### src/rtl/pc_sequencer_if.sv
// Control/status bundle between decoder/ALU flags and the PC sequencer.
// master drives decoded control, slave (the sequencer) returns PC and status.
interface pc_sequencer_if #(
    parameter int ADDR_W = 11
);
    logic              BranchTaken;
    logic              Jump;
    logic              JumpReg;
    logic [ADDR_W-1:0] BranchOffset;
    logic [ADDR_W-1:0] JumpTarget;
    logic [ADDR_W-1:0] RegTarget;
    logic              MemOp;
    logic              InWait;
    logic              InValid;
    logic              Halt;
    logic              Resume;
    logic [ADDR_W-1:0] PC;
    logic              Commit;
    logic [2:0]        State;
    logic              Halted;

    modport master (
        output BranchTaken, Jump, JumpReg, BranchOffset, JumpTarget, RegTarget,
        output MemOp, InWait, InValid, Halt, Resume,
        input  PC, Commit, State, Halted
    );

    modport slave (
        input  BranchTaken, Jump, JumpReg, BranchOffset, JumpTarget, RegTarget,
        input  MemOp, InWait, InValid, Halt, Resume,
        output PC, Commit, State, Halted
    );
endinterface

### src/rtl/pc_sequencer.sv
// Next-address controller for the instruction-fetch PC: selects sequential/branch/jump
// targets, holds the PC for memory waits, user input and halt, and issues Commit.
module pc_sequencer #(
    parameter int ADDR_W      = 11,
    parameter int WAIT_CYCLES = 2,
    parameter int RESET_ADDR  = 0
) (
    input  logic            Clock,
    input  logic            Reset,
    pc_sequencer_if.slave   bus
);

    localparam int CNT_W = (WAIT_CYCLES < 2) ? 1 : $clog2(WAIT_CYCLES + 1);
    localparam logic [ADDR_W-1:0] RST_PC   = ADDR_W'(RESET_ADDR);
    localparam logic [CNT_W-1:0]  CNT_LOAD = CNT_W'(WAIT_CYCLES);
    localparam logic [CNT_W-1:0]  CNT_ONE  = CNT_W'(1);

    typedef enum logic [2:0] {
        ST_INIT    = 3'd0,
        ST_RUN     = 3'd1,
        ST_MEMWAIT = 3'd2,
        ST_INPUT   = 3'd3,
        ST_HALT    = 3'd4
    } state_t;

    state_t             state_reg, state_next;
    logic [ADDR_W-1:0]  pc_reg, pc_next;
    logic [CNT_W-1:0]   cnt_reg, cnt_next;
    logic               halted_reg;
    logic               commit_next;
    logic [ADDR_W-1:0]  pc_inc;
    logic [ADDR_W-1:0]  pc_branch;

    // Both targets wrap modulo 2^ADDR_W by plain truncation.
    assign pc_inc    = pc_reg + ADDR_W'(1);
    assign pc_branch = pc_inc + bus.BranchOffset;

    always_ff @(posedge Clock) begin
        if (Reset) begin
            state_reg  <= ST_INIT;
            pc_reg     <= RST_PC;
            cnt_reg    <= '0;
            halted_reg <= 1'b0;
        end else begin
            state_reg  <= state_next;
            pc_reg     <= pc_next;
            cnt_reg    <= cnt_next;
            halted_reg <= (state_next == ST_HALT);
        end
    end

    always_comb begin
        state_next  = state_reg;
        pc_next     = pc_reg;
        cnt_next    = cnt_reg;
        commit_next = 1'b0;

        case (state_reg)
            ST_INIT: begin
                state_next = ST_RUN;
            end

            ST_RUN: begin
                if (bus.Halt) begin
                    state_next = ST_HALT;
                end else if (bus.InWait && !bus.InValid) begin
                    state_next = ST_INPUT;
                end else if (bus.InWait) begin
                    commit_next = 1'b1;
                    pc_next     = pc_inc;
                end else if (bus.MemOp) begin
                    // A memory op always advances sequentially, even with a taken branch flag.
                    if (WAIT_CYCLES > 0) begin
                        state_next = ST_MEMWAIT;
                        cnt_next   = CNT_LOAD;
                    end else begin
                        commit_next = 1'b1;
                        pc_next     = pc_inc;
                    end
                end else if (bus.JumpReg) begin
                    commit_next = 1'b1;
                    pc_next     = bus.RegTarget;
                end else if (bus.Jump) begin
                    commit_next = 1'b1;
                    pc_next     = bus.JumpTarget;
                end else if (bus.BranchTaken) begin
                    commit_next = 1'b1;
                    pc_next     = pc_branch;
                end else begin
                    commit_next = 1'b1;
                    pc_next     = pc_inc;
                end
            end

            ST_MEMWAIT: begin
                cnt_next = cnt_reg - CNT_ONE;
                if (cnt_reg <= CNT_ONE) begin
                    commit_next = 1'b1;
                    pc_next     = pc_inc;
                    state_next  = ST_RUN;
                end
            end

            ST_INPUT: begin
                if (bus.InValid) begin
                    commit_next = 1'b1;
                    pc_next     = pc_inc;
                    state_next  = ST_RUN;
                end
            end

            ST_HALT: begin
                // The halt instruction retires without a Commit when resumed.
                if (bus.Resume) begin
                    pc_next    = pc_inc;
                    state_next = ST_RUN;
                end
            end

            default: begin
                state_next = ST_INIT;
            end
        endcase
    end

    assign bus.PC     = pc_reg;
    assign bus.Commit = commit_next & ~Reset;
    assign bus.State  = state_reg;
    assign bus.Halted = halted_reg;

endmodule

### src/flat_wrapper.sv
// flat-port wrapper written by rule: the top's interface ports become plain ports
module pc_sequencer_flat 
#(
    parameter int ADDR_W      = 11,
    parameter int WAIT_CYCLES = 2,
    parameter int RESET_ADDR  = 0
)
  (Clock, Reset, bus_BranchTaken, bus_Jump, bus_JumpReg, bus_BranchOffset, bus_JumpTarget, bus_RegTarget, bus_MemOp, bus_InWait, bus_InValid, bus_Halt, bus_Resume, bus_PC, bus_Commit, bus_State, bus_Halted);
  pc_sequencer_if #(.ADDR_W(ADDR_W)) bus_i ();
  input  logic Clock;
  input  logic Reset;
  input wire logic [$bits(bus_i.BranchTaken)-1:0] bus_BranchTaken;
  input wire logic [$bits(bus_i.Jump)-1:0] bus_Jump;
  input wire logic [$bits(bus_i.JumpReg)-1:0] bus_JumpReg;
  input wire logic [$bits(bus_i.BranchOffset)-1:0] bus_BranchOffset;
  input wire logic [$bits(bus_i.JumpTarget)-1:0] bus_JumpTarget;
  input wire logic [$bits(bus_i.RegTarget)-1:0] bus_RegTarget;
  input wire logic [$bits(bus_i.MemOp)-1:0] bus_MemOp;
  input wire logic [$bits(bus_i.InWait)-1:0] bus_InWait;
  input wire logic [$bits(bus_i.InValid)-1:0] bus_InValid;
  input wire logic [$bits(bus_i.Halt)-1:0] bus_Halt;
  input wire logic [$bits(bus_i.Resume)-1:0] bus_Resume;
  output wire logic [$bits(bus_i.PC)-1:0] bus_PC;
  output wire logic [$bits(bus_i.Commit)-1:0] bus_Commit;
  output wire logic [$bits(bus_i.State)-1:0] bus_State;
  output wire logic [$bits(bus_i.Halted)-1:0] bus_Halted;
  assign bus_i.BranchTaken = bus_BranchTaken;
  assign bus_i.Jump = bus_Jump;
  assign bus_i.JumpReg = bus_JumpReg;
  assign bus_i.BranchOffset = bus_BranchOffset;
  assign bus_i.JumpTarget = bus_JumpTarget;
  assign bus_i.RegTarget = bus_RegTarget;
  assign bus_i.MemOp = bus_MemOp;
  assign bus_i.InWait = bus_InWait;
  assign bus_i.InValid = bus_InValid;
  assign bus_i.Halt = bus_Halt;
  assign bus_i.Resume = bus_Resume;
  assign bus_PC = bus_i.PC;
  assign bus_Commit = bus_i.Commit;
  assign bus_State = bus_i.State;
  assign bus_Halted = bus_i.Halted;
  pc_sequencer #(.ADDR_W(ADDR_W), .WAIT_CYCLES(WAIT_CYCLES), .RESET_ADDR(RESET_ADDR)) u_core (.Clock(Clock), .Reset(Reset), .bus(bus_i));
endmodule
### config.mk
export PLATFORM = sky130hd
export DESIGN_NAME = pc_sequencer_flat
export DESIGN_NICKNAME = d
export VERILOG_FILES = /design/src/rtl/pc_sequencer_if.sv /design/src/rtl/pc_sequencer.sv /design/src/flat_wrapper.sv
export SDC_FILE = /design/constraint.sdc
export NUM_CORES = 1
export LEC_CHECK = 0
export CORE_MARGIN = 2
export CORE_UTILIZATION = 40
export CTS_BUF_LIST = sky130_fd_sc_hd__clkbuf_4 sky130_fd_sc_hd__clkbuf_8
export DETAILED_ROUTE_END_ITERATION = 16
export HOLD_SLACK_MARGIN = 0.05
export PLACE_DENSITY_LB_ADDON = 0.05
export RECOVER_POWER = 50
export SYNTH_ARGS = -nofsm -noshare
export SYNTH_HDL_FRONTEND = slang
export SYNTH_SLANG_ARGS = --single-unit
### constraint.sdc
create_clock -name Clock -period 5.3 [get_ports Clock]
set_input_delay 1.325 -clock Clock [delete_from_list [all_inputs] [get_ports Clock]]
set_output_delay 1.325 -clock Clock [all_outputs]
set_load 0.005 [all_outputs]
* Word level (Yosys, flattened, before mapping)
Index checks and enable logic that the tools add are counted.
Storage, ports and cells: register bits after elaboration 17, input port bits 43
Operators by class: order comparisons 1, equal/unequal tests 13, reduce and logical (&&, ||, !) cells 7, muxes and demuxes 31, add/sub/neg operators 3, bitwise gates (word level) 2
Operator list (count):
- 11-bit two-way mux | 10
- 11-bit one-hot mux with 4 select lines | 1
- 3-bit two-way mux | 7
- 3-bit one-hot mux with 5 select lines | 1
- 2-bit != test (second input constant) | 6
- 11-bit by 1-bit adder with 11-bit output (second input constant) | 1
- 11-bit adder | 1
- 2-bit two-way mux | 4
- 7-bit AND reduction | 1
- 3-bit by 2-bit equality test with 1-bit output (second input constant) | 2
- 3-bit equality test (second input constant) | 2
- 1-bit two-way mux | 6
- 5-bit AND reduction | 1
- 2-bit one-hot mux with 2 select lines | 1
- 4-bit nonzero test | 1
- 3-bit by 1-bit equality test with 1-bit output (second input constant) | 1
- 3-bit logical NOT | 1
- 3-bit != test (second input constant) | 1
- 1-bit one-hot mux with 3 select lines | 1
- 2-bit by 1-bit <= comparator with 1-bit output (second input constant) | 1
- 2-bit by 1-bit != test with 1-bit output (second input constant) | 1
- 2-bit nonzero test | 1
- 2-bit by 1-bit subtractor with 2-bit output (second input constant) | 1
- 1-bit AND | 1
- other kinds (3) | 3

* Depth between registers and ports, before layout
depth after elaboration 10, mapped depth 12, mapped depth without buffers 12

* Least setup slack after synthesis
Ideal clock, no wire load.
kind input port to output port, from input bus_Halt, to output bus_Commit, path slack 1.967 ns, arrival time 2.008 ns, cell stages on the path 4, required time 3.975 ns, path through or3b_4 > nor2_1 > a31oi_1 > nor3_1
Between the ends: word-level cells in the longest chain between the ends 3
Ends and longest elaborated chain:
- from (decl) | line flat_wrapper.sv:21 | input wire logic [$bits(bus_i.Halt)-1:0] bus_Halt;
- 1-bit two-way mux | line pc_sequencer.sv:64 | if (bus.Halt) begin
- 1-bit one-hot mux with 3 select lines | line pc_sequencer.sv:58 | case (state_reg)
- 1-bit AND | line pc_sequencer.sv:127 | assign bus.Commit = commit_next & ~Reset;
- to (decl) | line flat_wrapper.sv:24 | output wire logic [$bits(bus_i.Commit)-1:0] bus_Commit;
No other way between the ends.

* Worst setup path in the final report
from input bus_InWait, to output bus_Commit
Between the ends: word-level cells in the longest chain between the ends 5, elaborated cells between the ends (all ways) 6, those cells by class 4 x mux; 1 x bitwise; 1 x reduce/logical
Ends and longest elaborated chain:
- from (decl) | line flat_wrapper.sv:19 | input wire logic [$bits(bus_i.InWait)-1:0] bus_InWait;
- 1-bit two-way mux or 1-bit logical AND (tied branches) | line pc_sequencer.sv:68, pc_sequencer.sv:66
- 1-bit two-way mux * | line pc_sequencer.sv:66 | end else if (bus.InWait && !bus.InValid) begin
- 1-bit two-way mux * | line pc_sequencer.sv:64
- 1-bit one-hot mux with 3 select lines * | line pc_sequencer.sv:58
- 1-bit AND * | line pc_sequencer.sv:127
Mark *: on every way between the ends. The rest lies on a longest branch, timed or not.

==> impl_metrics.tcl <==
set metrics [dict create \
    drive_gt1_share_pct 4.60 \
    cts_setup_buffers 0 \
    required_ps 3970 \
    grt.total_usage_pct 21.8 \
    dpl.cell_count 389 \
    finalPower_mw 0.465 \
    tightest_slew_ps 592 \
    stdcell_area_mm2 0.00263 \
    cts_htree_levels 1 \
    final.setup.tns_ps 0 \
    largest_register_ffs 11 \
    routedWlPerCell_um 14.4 \
    via_per_inst 5.44 \
    clock_latency_ps 260 \
    fin_ws_ps 828 \
    ir_drop_uv 73.4 \
    cts_resized 0 \
    synth_cell_types 54 \
    cp_data_arrival_time_ps 3150 \
    synth-edff-count 0 \
    post_synth.cell_area_avg_um2 7.11 \
    placed_area_mm2 0.00258 \
    postRouteWirelength_um 5660 \
    synthArstFlopShare_pct 0 \
    status "complete, no violations" \
    clock-sinks 17 \
    max_freq_mhz 224 \
    antenna_found_initial 0 \
    hold_buffers 0 \
    firstDrtPassIters 4 \
    slew_headroom_pct 60.4 \
    ant_nets 0 \
    ios 59 \
    remaining_drc_errors 0 \
    gp_congestion 0.876 \
    rows 25 \
    hp-class "reg -> reg" \
    grt_pass1_vias 2018 \
    finalCriticalPeriod_ps 4470 \
    clock_path_buffers 2 \
    die-area_mm2 0.00550 \
    start_util_pct 41.7 \
    grt_pass1_wl_um 9280 \
    portBuffers 58 \
    hold_viol 0 \
    final_nets 386 \
    setup_viol 0 \
    die_w_um 74.2 \
    slew_violations 0 \
    cp_max_fo 5 \
    maxCapViolCount 0 \
    critical_path.endpoint_type "output port" \
    num_vias 2136 \
    fin_crit_sh_pct 84.4 \
    core_mm2 0.00472 \
    synth_area_mm2 0.00197 \
    drt_iter0_markers 123 \
    p_leak_nw 1.06 \
    numCtsBuffers 3 \
    ctsRootBufferMaster "clkbuf_8" \
    pre_cts_slack_ps 926 \
    ys_seq_elements 17 \
    cp-start-kind "input port" \
    die_h_um 74.2 \
    syn2layout_area_growth_pct 33.5 \
    synth_nets 336 \
    grt_max_degree 18 \
    clock_skew_ps 2.47 \
    fin_hold_ws_ps 521 \
    synth_ff_type "dfxtp_1" \
    utilization_pct 55.7 \
    rsz0062_at_grt "false" \
    worstSetupPathType "in -> out" \
    path_clk_slew_ps 60 \
    cts_tree "done" \
    hpwl_um 4530 \
    power.density_mw_per_mm2 177 \
    yosysSeqAreaShare_pct 17.3 \
    final_cells 393 \
    ys_warn_count 0 \
    diodes 0 \
    synth_cells 277 \
    fill_cells 466 \
    grt-ovfl-total 0 \
]
cell usage after synthesis (2+ instances only):
master      n  area [µm²]
nand2_1    26        97.6
ha_1       15         188
a221oi_1    2        17.5
buf_2       4        20.0
and3_1      3        18.8
mux2_2      3        33.8
nor3b_1     3        22.5
a32o_1      2        20.0
nor3_1     16        80.1
or3b_4      2        22.5
o211ai_1    6        45.0
xnor2_1     8        70.1
dfxtp_1    17         340
o31ai_1     2        15.0
a311oi_1    2        17.5
inv_1      18        67.6
nor2_1     25        93.8
and4_1      2        17.5
a21oi_1    23         115
mux2i_1     2        20.0
clkbuf_1   10        37.5
a211oi_1    2        15.0
o21ai_0    21         105
a21o_1      3        22.5
nand2b_1    4        25.0
a22oi_1     2        15.0
o21a_1      4        30.0
a2111oi_0   3        26.3
nor2b_1     2        12.5
xor2_1      5        43.8
o41ai_1     2        17.5
nand3_1    10        50.1
o22ai_1     7        43.8
worst max-delay path, cell delays in order:
cell             delay, ps
dlygate4sd3_1          630
nor2b_1                360
a21o_1                 150
nor2_1                  50
a31oi_1                130
nor3_1                  60
clkdlybuf4s50_1        450
kinds of logic (layout without fill, tap and decap cells):
group           after synthesis  in the layout  share of synthesized area (%)
mux                           5              5                           2.73
compound gates               93             93                           32.0
xor+xnor                     13             13                           5.78
simple gates                100            100                           24.8
fa+ha+maj                    16             16                           10.5
buf+inv                      33             82                           6.92
flops                        17             17                           17.3
cell usage in the layout, fill, tap and decap left out, types with 4 or more instances in the layout:
cell,synthesis,routed
nor2_1,25,25
o22ai_1,7,7
nand3_1,10,10
o211ai_1,6,6
xor2_1,5,5
clkdlybuf4s50_1,0,45
a21oi_1,23,23
xnor2_1,8,8
nand2b_1,4,4
nor3_1,16,16
dfxtp_1,17,17
nand2_1,26,26
ha_1,15,15
inv_1,18,18
o21a_1,4,4
dlygate4sd3_1,0,13
o21ai_0,21,21
worst paths after layout:
path,from,end,slack [ps],cells past startpoint
worst min register to register,u_core.bus.PC[5]$_SDFFE_PP0P_,u_core.bus.PC[5]$_SDFFE_PP0P_,520,2
worst min-delay path,u_core.bus.PC[5]$_SDFFE_PP0P_,u_core.bus.PC[5]$_SDFFE_PP0P_,520,2
worst max-delay path,bus_InWait,bus_Commit,830,7
worst max register to register,u_core.bus.PC[0]$_SDFFE_PP0P_,u_core.bus.PC[9]$_SDFFE_PP0P_,2210,12
per-layer routing:
| metal | track usage [%] | vias up | wire length [µm] |
|---|---|---|---|
| met2 | 36.9 | 48 | 2650 |
| li1 | - | 1116 | - |
| met3 | 0.949 | 8 | 162 |
| met5 | 0 | - | 0 |
| met1 | 29.4 | 964 | 2750 |
| met4 | 8.28 | 0 | 97 |
report_power, final:
part / total, mW / internal, mW / switching (mW)
Sequential: 0.153 / 0.138 / 0.0151
Combinational: 0.208 / 0.105 / 0.103
Clock: 0.105 / 0.0586 / 0.0462
Total: 0.465 / 0.301 / 0.164
layout make-up:
cell class              instances  area, µm²  area share [%]
repair buffers                 60        596            22.7
well taps                      67       83.8            3.19
inverters                      18       67.6            2.57
flip-flops and latches         17        340            12.9
multi-input cells             227       1490            56.8
clock buffers                   4       48.8            1.86
No activity file was read; power rests on OpenSTA's default activity.
